$ cat src/rtl/mem_port_arbiter.sv
// mem_port_arbiter: shares one single-port synchronous memory between the
// instruction-fetch requester and the load/store requester. One transaction
// is in flight at a time: IDLE (accept) -> ISSUE (mem_en) -> [WAIT] -> RESP.
// Optional macro MEM_ARB_RR_EN: round-robin arbitration instead of the
// default fixed priority (data > fetch).
module mem_port_arbiter #(
  parameter int ADDR_WIDTH  = 32,
  parameter int DATA_WIDTH  = 32,
  parameter int MEM_LATENCY = 1
) (
  input  logic                  clk,
  input  logic                  rst,
  input  logic                  if_req_valid,
  output logic                  if_req_ready,
  input  logic [ADDR_WIDTH-1:0] if_req_addr,
  output logic                  if_rsp_valid,
  output logic [DATA_WIDTH-1:0] if_rsp_data,
  input  logic                  d_req_valid,
  output logic                  d_req_ready,
  input  logic [ADDR_WIDTH-1:0] d_req_addr,
  input  logic                  d_req_we,
  input  logic [3:0]            d_req_wstrb,
  input  logic [DATA_WIDTH-1:0] d_req_wdata,
  output logic                  d_rsp_valid,
  output logic [DATA_WIDTH-1:0] d_rsp_data,
  output logic                  mem_en,
  output logic [3:0]            mem_we,
  output logic [ADDR_WIDTH-1:0] mem_addr,
  output logic [DATA_WIDTH-1:0] mem_wdata,
  input  logic [DATA_WIDTH-1:0] mem_rdata,
  output logic                  busy,
  output logic                  grant_id
);

  typedef enum logic [1:0] {IDLE, ISSUE, WAIT, RESP} state_t;

  // Counter is 2 bits wide since MEM_LATENCY-1 is at most 3.
  localparam logic [1:0] CNT_INIT = 2'(MEM_LATENCY - 1);

  state_t                state, state_nxt;
  logic [1:0]            cnt;
  logic                  pick_d;
  logic                  accept;
  logic [ADDR_WIDTH-1:0] sel_addr;

`ifdef MEM_ARB_RR_EN
  logic last_grant;

  // On a tie the requester that did not win last time gets the port.
  always_comb pick_d = d_req_valid && (!if_req_valid || !last_grant);

  // Remember the most recent winner, updated only when a request is taken.
  always_ff @(posedge clk) begin
    if (rst)         last_grant <= 1'b0;
    else if (accept) last_grant <= pick_d;
  end
`else
  // Fixed priority: a pending data request always beats fetch.
  always_comb pick_d = d_req_valid;
`endif

  // Readies exist only in IDLE and only for the winner.
  always_comb begin
    d_req_ready  = (state == IDLE) && pick_d;
    if_req_ready = (state == IDLE) && if_req_valid && !pick_d;
    accept       = d_req_ready || if_req_ready;
    sel_addr     = pick_d ? d_req_addr : if_req_addr;
  end

  // Response side is decoded from state; read data passes straight through.
  always_comb begin
    busy         = (state != IDLE);
    if_rsp_valid = (state == RESP) && !grant_id;
    d_rsp_valid  = (state == RESP) && grant_id;
    if_rsp_data  = mem_rdata;
    d_rsp_data   = mem_rdata;
  end

  // State register.
  always_ff @(posedge clk) begin
    if (rst) state <= IDLE;
    else     state <= state_nxt;
  end

  // Next-state logic: sequence one access through the memory latency.
  always_comb begin
    state_nxt = state;
    case (state)
      IDLE:    if (accept) state_nxt = ISSUE;
      ISSUE:   state_nxt = (MEM_LATENCY == 1) ? RESP : WAIT;
      WAIT:    if (cnt == 2'd1) state_nxt = RESP;
      RESP:    state_nxt = IDLE;
      default: state_nxt = IDLE;
    endcase
  end

  // Memory port registers, owner and latency counter.
  always_ff @(posedge clk) begin
    if (rst) begin
      mem_en    <= 1'b0;
      mem_we    <= 4'b0000;
      mem_addr  <= '0;
      mem_wdata <= '0;
      grant_id  <= 1'b0;
      cnt       <= 2'd0;
    end else begin
      case (state)
        IDLE: if (accept) begin
          // Low address bits are dropped; fetch never writes.
          mem_en    <= 1'b1;
          mem_we    <= (pick_d && d_req_we) ? d_req_wstrb : 4'b0000;
          mem_addr  <= sel_addr & ~ADDR_WIDTH'(3);
          mem_wdata <= d_req_wdata;
          grant_id  <= pick_d;
        end
        ISSUE: begin
          mem_en <= 1'b0;
          mem_we <= 4'b0000;
          cnt    <= CNT_INIT;
        end
        WAIT:    cnt <= cnt - 2'd1;
        default: ;
      endcase
    end
  end

endmodule

$ cat config.mk
export PLATFORM = sky130hd
export DESIGN_NAME = mem_port_arbiter
export DESIGN_NICKNAME = d
export VERILOG_FILES = /design/src/rtl/mem_port_arbiter.sv
export SDC_FILE = /design/constraint.sdc
export NUM_CORES = 1
export LEC_CHECK = 0
export CORE_ASPECT_RATIO = 1.25
export CORE_MARGIN = 2
export CORE_UTILIZATION = 36
export CTS_CLUSTER_DIAMETER = 60
export CTS_CLUSTER_SIZE = 25
export DETAILED_ROUTE_END_ITERATION = 16
export GPL_TIMING_DRIVEN = 0
export HOLD_SLACK_MARGIN = 0.1
export PLACE_DENSITY_LB_ADDON = 0.12
export SETUP_SLACK_MARGIN = 0.4
export SYNTH_ARGS = -nofsm -noshare
export SYNTH_HDL_FRONTEND = slang
export SYNTH_SLANG_ARGS = --single-unit
$ cat constraint.sdc
create_clock -name clk -period 2.1 [get_ports clk]
set_input_delay 0.42 -clock clk [delete_from_list [all_inputs] [get_ports clk]]
set_output_delay 0.42 -clock clk [all_outputs]
set_load 0.01 [all_outputs]
==> metrics.cfg, run 1 <==
[setup_path]
crit_family=buffers and inverters
crit_buf_inv=4
start_kind=flip-flop
r2r_end=mem_wdata[31]$_SDFFE_PP0P_
end_kind=output port
worst-path-max-fanout=6
crit_path_max_incr_delay_ns=0.36
crit_slowest_cell=dfxtp_4
critPathKind=flip-flop to output port
critical_path.cell_chain=inv_4, ha_4, buf_6, buf_8, nand2_4, nor2_4, buf_6
r2r-start=state[1]$_SDFFE_PP0P_
reg2reg_setup_slack_ns=0.40
r2r.worst_path.cells=9
crit_top_cell=buf_6
crit_arrival_ns=1.39
critPathRequiredTime_ns=1.68

[global_routing]
gr-total-overflow=0
grt_pass1_wl_mm=20.8
antenna_found_initial=0
grtUsageTotal_pct=21.6
grt_max_degree=14
grt_pass1_vias=4016

[die]
core_um2=10700
die_area_um2=11900
die_w_um=97.9
initial_utilization_pct=37.2
die_y_um=121
std_cell_rows=42
io_pins=276

[clock_network]
clk_pin_slew_ns=0.06
clock_sinks=72
cts-buffers-inserted=9
ctsHoldBuffers=0
cts_buffer_depth=2
clockRootBuffer=clkbuf_16
cts-htree-levels=3
cts_tree=yes
insertion_delay_ns=0.33

[power_and_ir_drop]
switching_share_pct=33.8
p_comb_share_pct=52.4
internal_power_mw=5.12
ir_worst_vdd_mv=0.714
p_leak_nw=2.93
seq_power_share_pct=25.2
power_mw=7.74
power_density_nw_per_um2=1070
switchingPower_mw=2.62
p_clk_share_pct=22.4

[placement]
postPlaceCellArea_um2=6490
portBuffers=235
place_ws_ns=-0.130
place_congestion=0.720
dp_hpwl_mm=10.3

[yosys]
synth_edf_count=0
ys_seq_area_share_pct=36.3
syn_avg_cell_area_um2=9.68
synth_warnings=0
synthFlopType=dfxtp_1
synth_seq_cells=72
ys_types=36
synthArstFlopShare_pct=0
synth_area_um2=3970
syn-instance-count=410

[finish]
syn_to_final_growth_pct=82.6
utilization_pct=67.9
drive_gt1_share_pct=27.3
antennaDiodeCount=0
fillers=877
fin_area_um2=7250
finalNetCount=822

[drt]
drt_iter0_markers=83
postRouteAntennaNets=0
drc=0
first_pass_iters=4
via_count=3963
vias_per_cell=4.86
wl_mm=13.5
wl_per_cell_um=16.6

[sta]
slew_headroom_pct=47.0
period_share_pct=86.3
grt_setup_unrepaired=true
skew_ns=0.00495
min_period_ns=1.81
max_freq_mhz=552
setup_viol=0
maxSlewViolCount=0
fin_setup_tns_ns=0
tightest_slew_ns=0.794
hold_viol_final=0
worst_slack_ns=0.289

[min_path]
holdCritPathClass=flip-flop to flip-flop
hp-start=cnt[1]$_SDFFE_PP0P_
min_delay_path_depth=2
min_to=cnt[1]$_SDFFE_PP0P_

[status]
status=finished clean

[flow_run]
maxCapViolations=0

## worst max path at each step
stage / start / to / slack [ns] / cells after the start
final: state[1]$_SDFFE_PP0P_ / if_req_ready / 0.29 / 7
after global routing: state[1]$_SDFFE_PP0P_ / if_req_ready / 0.24 / 7
after CTS: state[0]$_SDFFE_PP0P_ / if_req_ready / 0.29 / 7
after detailed placement: state[0]$_SDFFE_PP0P_ / if_req_ready / -0.13 / 7
after global placement: state[0]$_SDFFE_PP0P_ / if_req_ready / -0.1 / 7
after floorplan: state[1]$_SDFFE_PP0P_ / state[1]$_SDFFE_PP0P_ / 0.44 / 7
## power by group through the flow
stage	registers [mW]	logic [mW]	clock network, mW
global placement	1.95	3.27	0
global route	1.99	4.35	1.84
finish	1.95	4.06	1.73
floorplan	2.11	1.71	0
detailed placement	1.96	3.34	0
CTS	1.94	3.64	1.78
## worst register-to-register path: cells and delay by family, from the launching register on
kind,cells,cell delay (ns)
buffers and inverters,6,0.73
flip-flops,1,0.36
AO/OA/AOI/OAI,1,0.21
adder cells (fa/ha/maj),1,0.15
AND/OR/NAND/NOR,1,0.15
## synth_stat cells (2+ instances only)
master    instances  area, um2
dfxtp_1          72       1440
buf_4            67        503
a21oi_1          63        315
nand2b_1         34        213
a31o_1           32        280
a211oi_2         30        375
mux2i_1          30        300
clkbuf_1         18       67.6
buf_2             9       45.0
buf_6             8       90.1
ha_1              6       75.1
a22o_1            4       35.0
inv_1             4       15.0
nand2_1           4       15.0
nor2_1            4       15.0
and2_1            3       18.8
and4_1            2       17.5
nand3_1           2       10.0
## per-layer routing
metal	track usage (%)	part of all wire (%)	wire length [um]	up-vias
met5	0	0	0	-
met4	6.25	1.6	220	0
met3	6.34	7.3	990	19
met2	39.1	53	7120	162
met1	24.5	38	5210	1855
li1	-	-	-	1927
## logic make-up (layout without fill, tap and decap cells)
family / after synthesis / in the layout / synth area share [%]
adders and majority gates: 6 / 6 / 1.89
other: 1 / 2 / 0.0945
muxes: 32 / 32 / 8.23
AOI/OAI and AO/OA: 138 / 138 / 27.3
buffers and inverters: 109 / 382 / 18.4
and+or+nand+nor: 52 / 52 / 7.72
DFF: 72 / 72 / 36.3
## area by class of cell
class	count	area, um2	share of cell area, %
tap	132	165	2.28
clock buffer	9	225	3.11
inverter	6	27.5	0.380
multi-input combinational	230	1900	26.2
sequential	72	1450	20.0
timing repair buffer	257	2590	35.8
buffer	103	772	10.7
clock inverter	7	120	1.66
## cells in the final DEF (no fill, tap or decap), types with 4 or more instances in the layout
cell | Yosys | routed
mux2i_1 | 30 | 30
clkbuf_16 | 0 | 13
buf_6 | 8 | 10
a22o_1 | 4 | 4
a31o_1 | 32 | 32
a21oi_1 | 63 | 59
buf_8 | 0 | 4
clkbuf_2 | 0 | 7
buf_4 | 67 | 84
a211oi_2 | 30 | 30
nand2b_1 | 34 | 33
clkdlybuf4s50_1 | 0 | 226
clkbuf_1 | 18 | 11
dfxtp_1 | 72 | 70
buf_2 | 9 | 7
a21oi_2 | 0 | 4
## per-stage QoR
step	instances	hold slack (ns)
5_1_grt	816	0.515
3_3_place_gp	778	0.455
6_report	816	0.476
3_5_place_dp	778	0.469
4_1_cts	809	0.476
2_1_floorplan	411	0.445
## timing repair
action                                  in CTS  in global routing
cloned                                       0                  4
buffers inserted                            15                  3
gates resized for setup                     46                 39
endpoints found under the setup margin      69                 73
pin swaps                                    2                 27
## state kept, by name (all words and copies together) (netlist names)
signal	cells
cnt	2
grant_id	1
mem_addr	30
mem_en	1
mem_wdata	32
mem_we	4
state	2
No activity file was read; power rests on OpenSTA's default activity.
==> run 2, diff against run 1 <==
--- a/config.mk
+++ b/config.mk
@@ -5,7 +5,6 @@
 export SDC_FILE = /design/constraint.sdc
 export NUM_CORES = 1
 export LEC_CHECK = 0
-export CORE_ASPECT_RATIO = 1.25
 export CORE_MARGIN = 2
 export CORE_UTILIZATION = 36
 export CTS_CLUSTER_DIAMETER = 60
==> metrics.cfg, run 2 (synthesis results as in run 1) <==
[finish]
multi_input_area_um2=1970
utilization_pct=68.5
final_cell_mix=clkdlybuf4s50_1 (192), buf_4 (84), dfxtp_1 (70)
fillers=873
fin_area_um2=7400
top_register=mem_wdata
stdcell_count=831
finalNetCount=829
regArea_um2=1440
final_common_cell=clkdlybuf4s50_1
antennaDiodeCount=0
syn_to_final_growth_pct=86.4
drive_gt1_share_pct=30.7
largestRegisters=mem_wdata: 32 flops, mem_addr: 30 flops, mem_we: 4 flops
largest_register_ffs=32

[setup_path]
reg2reg_setup_slack_ns=0.36
critPathRequiredTime_ns=1.68
critical_path.endpoint=if_req_ready
worst-path-max-fanout=5
r2r_end=mem_addr[17]$_SDFFE_PP0P_
critPathKind=flip-flop to output port
r2r.worst_path.cells=8
crit_arrival_ns=1.40
end_kind=output port
startpoint=state[1]$_SDFFE_PP0P_
r2r-start=state[1]$_SDFFE_PP0P_
start_kind=flip-flop

[die]
std_cell_rows=38
die_area_um2=11900
core_um2=10800
die_y_um=109
die_w_um=109
io_pins=276
initial_utilization_pct=36.8

[placement]
postPlaceCellArea_um2=6500
place_congestion=0.759
portBuffers=235
place_inst=786
dp_hpwl_mm=10.3
place_ws_ns=-0.141

[power_and_ir_drop]
p_leak_nw=3.42
ir_worst_vdd_mv=0.558
power_mw=7.44
power_density_nw_per_um2=1010

[sta]
grt_setup_unrepaired=true
setup_viol=0
tightest_slew_ns=0.769
skew_ns=0.00319
slew_headroom_pct=48.7
maxSlewViolCount=0
worst_slack_ns=0.284
hold_viol_final=0
max_freq_mhz=551
period_share_pct=86.5
min_period_ns=1.82

[global_routing]
grt_max_degree=14
grt_pass1_wl_mm=19.2
grt_pass1_vias=3741
gr-total-overflow=0
grtUsageTotal_pct=20.7
antenna_found_initial=1

[drt]
vias_per_cell=4.76
drt_iter0_markers=123
wl_per_cell_um=16.4
first_pass_iters=4
drc=0
postRouteAntennaNets=0
via_count=3959
wl_mm=13.6

[min_path]
holdCritPathClass=flip-flop to flip-flop

[clock_network]
cts_buffer_depth=2
clock_sinks=72
cts-htree-levels=3
clockRootBuffer=clkbuf_8
ctsHoldBuffers=0
clk_pin_slew_ns=0.08
cts_tree=yes
insertion_delay_ns=0.34
cts-buffers-inserted=9

[status]
status=finished clean

[flow_run]
maxCapViolations=0

## run 2: how the worst min path moves through the flow
stage                          end  cells after the start                 from  slack, ns
2_1_floorplan  cnt[1]$_SDFFE_PP0P_                      2  cnt[1]$_SDFFE_PP0P_       0.45
3_3_place_gp   cnt[1]$_SDFFE_PP0P_                      2  cnt[1]$_SDFFE_PP0P_       0.46
3_5_place_dp   cnt[1]$_SDFFE_PP0P_                      2  cnt[1]$_SDFFE_PP0P_       0.47
4_1_cts        cnt[1]$_SDFFE_PP0P_                      2  cnt[1]$_SDFFE_PP0P_       0.48
5_1_grt        cnt[1]$_SDFFE_PP0P_                      2  cnt[1]$_SDFFE_PP0P_       0.50
6_report       cnt[1]$_SDFFE_PP0P_                      2  cnt[1]$_SDFFE_PP0P_       0.48
## run 2: routing by layer
layer,global-route usage [%],share of wire (%),up-vias
li1,-,-,1944
met1,24.4,40,1856
met2,35.7,50,143
met3,7.47,9.5,14
met4,4.85,1.0,2
met5,0,0.073,-
## run 2: worst max-delay path, stage by stage (launching register included)
cell	delay [ns]
dfxtp_2	0.34
inv_2	0.06
ha_4	0.16
buf_6	0.12
buf_6	0.12
nand2_4	0.07
nor2_4	0.03
buf_6	0.15
## run 2: final cells by class
| type | instances | share of cell area (%) |
|---|---|---|
| Timing Repair Buffer | 264 | 37.5 |
| Clock inverter | 7 | 0.981 |
| Tap cell | 140 | 2.37 |
| Clock buffer | 9 | 1.67 |
| Inverter | 6 | 0.304 |
| Multi-Input combinational cell | 230 | 26.7 |
| Sequential cell | 72 | 19.5 |
| Buffer | 103 | 11.0 |
## run 2: what timing repair did
item | CTS | global route
resized for setup | 81 | 66
pin swaps | 1 | 34
endpoints found under the hold margin | 0 | 0
buffers inserted | 10 | 12
setup endpoints to repair | 76 | 96
gates cloned | 1 | 6
## run 2: power breakdown
group	internal [mW]	switching, mW
clock network	0.548	0.544
registers	1.74	0.211
logic	2.42	1.98
total	4.70	2.74
## run 2: metrics by stage
stage,TNS (ns),hold slack (ns)
3_3_place_gp,-0.0983,0.457
6_report,0,0.479
5_1_grt,0,0.496
2_1_floorplan,0,0.445
4_1_cts,0,0.477
3_5_place_dp,-0.141,0.466
